[src/rtl/logic_op_pipe.sv]
// logic_op_pipe: two-stage pipelined bitwise logic unit with valid/ready handshaking and a wrapping completion counter.
// Define LOGIC_PARITY_EN to add the registered z_parity output.
module logic_op_pipe #(
    parameter int WIDTH   = 5,
    parameter int COUNT_W = 8
) (
    input  logic               clk,
    input  logic               rst,
    input  logic               in_valid,
    output logic               in_ready,
    input  logic [WIDTH-1:0]   a,
    input  logic [WIDTH-1:0]   b,
    input  logic [2:0]         op,
    output logic               out_valid,
    input  logic               out_ready,
    output logic [WIDTH-1:0]   z,
`ifdef LOGIC_PARITY_EN
    output logic               z_parity,
`endif
    output logic [COUNT_W-1:0] txn_count
);

    typedef enum logic [2:0] {
        OP_AND  = 3'b000,
        OP_OR   = 3'b001,
        OP_NAND = 3'b010,
        OP_NOR  = 3'b011,
        OP_XOR  = 3'b100,
        OP_XNOR = 3'b101,
        OP_NOTA = 3'b110,
        OP_ANDN = 3'b111
    } opcode_e;

    logic               s1Valid_q, s1Valid_d;
    logic [WIDTH-1:0]   s1A_q, s1A_d;
    logic [WIDTH-1:0]   s1B_q, s1B_d;
    opcode_e            s1Op_q, s1Op_d;
    logic               s2Valid_q, s2Valid_d;
    logic [WIDTH-1:0]   s2Z_q, s2Z_d;
    logic [COUNT_W-1:0] txnCount_q, txnCount_d;
`ifdef LOGIC_PARITY_EN
    logic               s2Parity_q, s2Parity_d;
`endif

    logic             s2Load;
    logic             inFire;
    logic             outFire;
    logic [WIDTH-1:0] result;

    // S2 frees up whenever it is empty or its result is being taken this cycle.
    assign s2Load    = !s2Valid_q || out_ready;
    assign in_ready  = !s1Valid_q || s2Load;
    assign inFire    = in_valid && in_ready;
    assign outFire   = s2Valid_q && out_ready;
    assign out_valid = s2Valid_q;
    assign z         = s2Z_q;
    assign txn_count = txnCount_q;
`ifdef LOGIC_PARITY_EN
    assign z_parity  = s2Parity_q;
`endif

    always_comb begin
        result = '0;
        case (s1Op_q)
            OP_AND:  result = s1A_q & s1B_q;
            OP_OR:   result = s1A_q | s1B_q;
            OP_NAND: result = ~(s1A_q & s1B_q);
            OP_NOR:  result = ~(s1A_q | s1B_q);
            OP_XOR:  result = s1A_q ^ s1B_q;
            OP_XNOR: result = ~(s1A_q ^ s1B_q);
            OP_NOTA: result = ~s1A_q;
            OP_ANDN: result = s1A_q & ~s1B_q;
            default: result = '0;
        endcase
    end

    always_comb begin
        s1Valid_d  = s1Valid_q;
        s1A_d      = s1A_q;
        s1B_d      = s1B_q;
        s1Op_d     = s1Op_q;
        s2Valid_d  = s2Valid_q;
        s2Z_d      = s2Z_q;
        txnCount_d = txnCount_q;
`ifdef LOGIC_PARITY_EN
        s2Parity_d = s2Parity_q;
`endif

        if (inFire) begin
            s1Valid_d = 1'b1;
            s1A_d     = a;
            s1B_d     = b;
            s1Op_d    = opcode_e'(op);
        end else if (s2Load) begin
            s1Valid_d = 1'b0;
        end

        // On a bubble only the valid bit clears; the stale z is harmless while out_valid is low.
        if (s2Load) begin
            s2Valid_d = s1Valid_q;
            if (s1Valid_q) begin
                s2Z_d = result;
`ifdef LOGIC_PARITY_EN
                s2Parity_d = ^result;
`endif
            end
        end

        if (outFire) begin
            txnCount_d = txnCount_q + COUNT_W'(1);
        end
    end

    always_ff @(posedge clk) begin
        if (rst) begin
            s1Valid_q  <= 1'b0;
            s1A_q      <= '0;
            s1B_q      <= '0;
            s1Op_q     <= OP_AND;
            s2Valid_q  <= 1'b0;
            s2Z_q      <= '0;
            txnCount_q <= '0;
`ifdef LOGIC_PARITY_EN
            s2Parity_q <= 1'b0;
`endif
        end else begin
            s1Valid_q  <= s1Valid_d;
            s1A_q      <= s1A_d;
            s1B_q      <= s1B_d;
            s1Op_q     <= s1Op_d;
            s2Valid_q  <= s2Valid_d;
            s2Z_q      <= s2Z_d;
            txnCount_q <= txnCount_d;
`ifdef LOGIC_PARITY_EN
            s2Parity_q <= s2Parity_d;
`endif
        end
    end

endmodule

[config.mk]
export PLATFORM = sky130hd
export DESIGN_NAME = logic_op_pipe
export DESIGN_NICKNAME = d
export VERILOG_FILES = /design/src/rtl/logic_op_pipe.sv
export SDC_FILE = /design/constraint.sdc
export NUM_CORES = 1
export LEC_CHECK = 0
export ABC_AREA = 1
export BUFFER_PORTS_ARGS = -buffer_cell sky130_fd_sc_hd__buf_4
export CAP_MARGIN = 25
export CORE_MARGIN = 4
export CORE_UTILIZATION = 55
export CTS_CLUSTER_SIZE = 20
export DETAILED_ROUTE_END_ITERATION = 16
export GPL_ROUTABILITY_DRIVEN = 0
export PLACE_DENSITY_LB_ADDON = 0.25
export REMOVE_ABC_BUFFERS = 1
export SLEW_MARGIN = 30
export SYNTH_ARGS = -nofsm -noshare
export SYNTH_HDL_FRONTEND = slang
export SYNTH_SLANG_ARGS = --single-unit
[constraint.sdc]
create_clock -name clk -period 1.3 [get_ports clk]
set_input_delay 0.13 -clock clk [delete_from_list [all_inputs] [get_ports clk]]
set_output_delay 0.13 -clock clk [all_outputs]
set_load 0.01 [all_outputs]
* After elaboration in Yosys (flattened, before gate mapping)
Cells that the tools add are included.
Storage, ports and cells: input port bits 17, bits in registers 28, output and inout port bits 15, word-level logic and storage cells 36
Cells by class: eq/ne operators 7, bitwise logic cells 9, reductions and logical operators 9, add/sub/neg operators 1, muxes and demuxes 3
Operator list (count):
- 5-bit one-hot mux with 8 select lines | 1
- 5-bit NOT | 5
- 3-bit equality test (second input constant) | 4
- 5-bit bitwise AND | 2
- 8-bit by 1-bit adder with 8-bit output (second input constant) | 1
- 3-bit by 2-bit equality test with 1-bit output (second input constant) | 2
- 5-bit bitwise OR | 1
- 5-bit XOR | 1
- 3-bit by 1-bit equality test with 1-bit output (second input constant) | 1
- 3-bit logical NOT | 1
- 1-bit logical AND | 2
- 1-bit logical NOT | 2
- 1-bit logical OR | 2
- 1-bit two-way mux | 2
- 2-bit AND reduction | 1
- 2-bit nonzero test | 1

* Depth between registers and ports, before layout
depth after elaboration 5, gate-level depth with buffers 9, gate-level depth less buffers 9

* Worst setup path before layout
No wires, ideal clock.
path kind register to register, from register s1A_q[0], to register s2Z_q[0], in the netlist z[0], path slack 120 ps, setup time 119 ps, arrival 1061 ps, required time 1181 ps, path buffers 0, clock period less this slack 1180 ps, cell stages (with the launch flop) 10, cells stage by stage dfxtp_1 inv_1 ha_1 inv_1 nand4_1 nand2_1 nor2_1 nand2_1 nand2_1 a21oi_2
On the way: cells in the longest elaborated chain, start to end 3, elaborated cells between the ends (all ways) 9, those cells by class mux (1); bitwise (8)
RTL lines:
- start, declared | RTL line 35 | logic [WIDTH-1:0] s1A_q, s1A_d;
- start signal, assigned | RTL line 117 | s1A_q <= '0;
- start signal, assigned | RTL line 128 | s1A_q <= s1A_d;
- 5-bit XOR, or another cell as far along | RTL line 69, 70
- 5-bit NOT (on tied branches) | RTL line 70, 67, 68
- 5-bit one-hot mux with 8 select lines * | RTL line 64 | case (s1Op_q)
- end signal, assigned | RTL line 132 | s2Z_q <= s2Z_d;
- end, declared | RTL line 39 | logic [WIDTH-1:0] s2Z_q, s2Z_d;
Mark *: on every way between the ends. The rest lies on a longest branch, timed or not. A chain may end at the register's enable or synchronous reset.

* Worst setup path after layout
from register s1Op_q[2], to register s2Z_q[1], in the netlist z[1]
On the way: cells in the longest elaborated chain, start to end 2, elaborated cells between the ends (all ways) 9, those cells by class eq/ne (7); mux (1); reduce/logical (1)
RTL lines:
- start, declared | RTL line 37 | opcode_e s1Op_q, s1Op_d;
- start signal, assigned | RTL line 130 | s1Op_q <= s1Op_d;
- 3-bit equality test, or another cell as far along | RTL line 64
- 5-bit one-hot mux with 8 select lines * | RTL line 64
Marked as above.

==> results.yml <==
run_status:
  outcome: "finished, final reports clean"
hold_path:
  hold_class: "input port to flip-flop"
global_route:
  overflow: 0
  grt_pass1_wl_microns: 6580
  grt_max_degree: 28
  antenna_found_initial: 0
  gr-usage-all-layers_pct: 19.4
  grt_pass1_vias: 1532
final_layout:
  nets: 339
  drive_gt1_share_pct: 33.1
  fin_util_pct: 75.9
  final_cells: 349
  layout-area-overhead-vs-synth_pct: 30.0
  n_fill_cell: 239
  num_antenna_cells: 0
  multi_input_area_sq_mm: 0.00105
  seqCellArea_sq_um: 582
critical_path:
  cp.arrival_ns: 1.51
  required_ns: 1.56
  worstSetupPathType: "flip-flop to flip-flop"
  path_max_fanout: 7
  crit_path_end_kind: "flip-flop"
  cp-start-kind: "flip-flop"
power_and_ir_drop:
  ir_drop_uv: 691
  intPower_mw: 1.47
  p_seq_share_pct: 45.5
  p_sw_uw: 616
  switching_share_pct: 29.5
  powerDensity_mw_per_mm2: 895
  p_leak_nw: 1.13
  p_clk_share_pct: 28.2
  combPwrFrac_pct: 26.3
  total_power_mw: 2.09
clocking:
  cts_hold_buf: 0
  clockBufferDepth: 2
  cts.htree.levels: 1
  cts.sinks: 28
  cts_made_buffers: 3
  clk_latency_ns: 0.34
  cts_root_buf: "clkbuf_4"
  path_clk_slew_ns: 0.16
  cts_tree: "yes"
timing:
  relSlewSlack_pct: 86.2
  setup_violations: 0
  worstMarginPinSlew_ns: 0.205
  finalSetupTns_ns: 0
  max_freq_ghz: 0.801
  grt_setup_unrepaired: "yes"
  holdWs_ns: 0.0140
  finalCritPeriodShare_pct: 96.0
  fin_crit_ns: 1.25
  fin_skew_ns: 0.00783
  final_max_slew_viol_count: 0
  final_hold_viol_count: 0
placement:
  hpwl_microns: 2790
  place_inst: 337
  port_buffers: 31
yosys:
  ys_ff_latch: 28
  yosysSeqAreaShare_pct: 31.2
  synthesis.area_sq_mm: 0.00180
  synthesis.instances: 261
  synth_cell_type_count: 22
  avgSynthCellArea_sq_um: 6.88
  synth_warnings: 0
floorplanning:
  initial_core_util_pct: 58.4
  core_sq_mm: 0.00308
  placementRows: 20
  boundaryPins: 32
  die_w_microns: 65.2
  die_h_microns: 65.2
  dieArea_sq_mm: 0.00425
detailed_routing:
  wirelength_microns: 4250
  vias: 1795
  route.detailed.drc: 0
  wl_per_cell_microns: 12.2
  drt-initial-drc-count: 95
  via_per_inst: 5.14
  dr.pass1.iters: 4
  detail-route-antenna-nets: 0
run:
  drv_cap: 0
[registers in the layout, indices dropped and copies added (netlist names)]
| name | cells |
|---|---|
| txn_count | 8 |
| s1A_q | 5 |
| s1B_q | 5 |
| z | 5 |
| s1Op_q | 3 |
| out_valid | 1 |
| s1Valid_q | 1 |
[repair_timing]
action / CTS / global route
endpoints found under the setup margin: 2 / 9
resized for setup: 2 / 31
setup buffers: 0 / 8
pin swaps: 0 / 10
cloned: 0 / 0
[final cells by class]
class	count	area share, %
clock buffer	3	0.964
clock inverter	1	1.29
inverter	47	7.71
multi-input combinational	173	44.8
sequential	28	24.9
tap	44	2.36
timing repair buffer	53	18.0
[layout by cell type (no fill, tap or decap), types with 2 or more instances in the layout]
cell type	n
a21oi_1	21
a21oi_2	4
buf_12	2
buf_4	50
clkbuf_4	3
dfxtp_1	13
dfxtp_2	14
ha_1	9
ha_2	2
ha_4	5
inv_1	37
inv_2	9
nand2_1	46
nand2_2	3
nand3_1	12
nand4_1	26
nor2_1	18
o21ai_0	21
[power by group through the flow]
stage	sequential [mW]	combinational [mW]	clock [mW]
2_1_floorplan	0.985	0.251	0
3_3_place_gp	0.959	0.468	0
3_5_place_dp	0.960	0.475	0
4_1_cts	0.942	0.479	0.601
5_1_grt	0.957	0.618	0.634
6_report	0.950	0.551	0.590
[Yosys cell counts]
cell,number,area (sq um)
nand2_2,3,18.8
nor3_2,1,10.0
nand3_2,1,10.0
ha_1,16,200
a21oi_2,4,35.0
inv_1,46,173
buf_2,8,40.0
clkbuf_1,1,3.75
nand3_1,12,60.1
nor2_1,18,67.6
nand2_1,46,173
a21oi_1,21,105
dfxtp_1,28,561
nor3_1,1,5.00
a31o_2,1,8.76
o21ai_0,21,105
inv_2,1,3.75
buf_6,2,22.5
buf_4,2,15.0
nor2_2,1,6.26
nor2_4,1,11.3
nand4_1,26,163
[metal layers]
metal	routed length, microns	track usage, %	up-vias
met3	290	2.05	4
met4	25	4.92	0
met2	2050	32.3	72
met1	1890	26.7	779
li1	-	-	940
met5	0	0	-
[kinds of logic after synthesis]
logic type | share of synthesized area (%)
AO/OA/AOI/OAI | 14.1
adder cells (fa/ha/maj) | 11.1
buffers and inverters | 14.3
flip-flops | 31.2
AND/OR/NAND/NOR | 29.2
[final timing paths]
kind,slack [ns],cells after the start,end,from
max,0.05,8,z[1]$_SDFFE_PP0P_,s1Op_q[2]$_SDFFE_PP0P_
min,0.01,2,z[2]$_SDFFE_PP0P_,rst
max reg2reg,0.05,8,z[1]$_SDFFE_PP0P_,s1Op_q[2]$_SDFFE_PP0P_
min reg2reg,0.48,2,z[3]$_SDFFE_PP0P_,z[3]$_SDFFE_PP0P_
[worst max-delay path, cell delays in order, from the launching register on]
cell and delay [ns]:
dfxtp_4 0.41, clkinvlp_4 0.16, buf_2 0.20, nand4_1 0.09
nand2_1 0.06, nor2_1 0.08, nand2_1 0.05, nand2_1 0.06
a21oi_2 0.05
[through the flow]
step / worst slack, ns / area (sq um)
after floorplan: -0.201 / 1720
after global placement: 0.0375 / 2130
after detailed placement: 0.00153 / 2130
after CTS: -0.0164 / 2190
after global routing: -0.0390 / 2340
final: 0.0516 / 2340
Power figures use the tool's default switching activity.
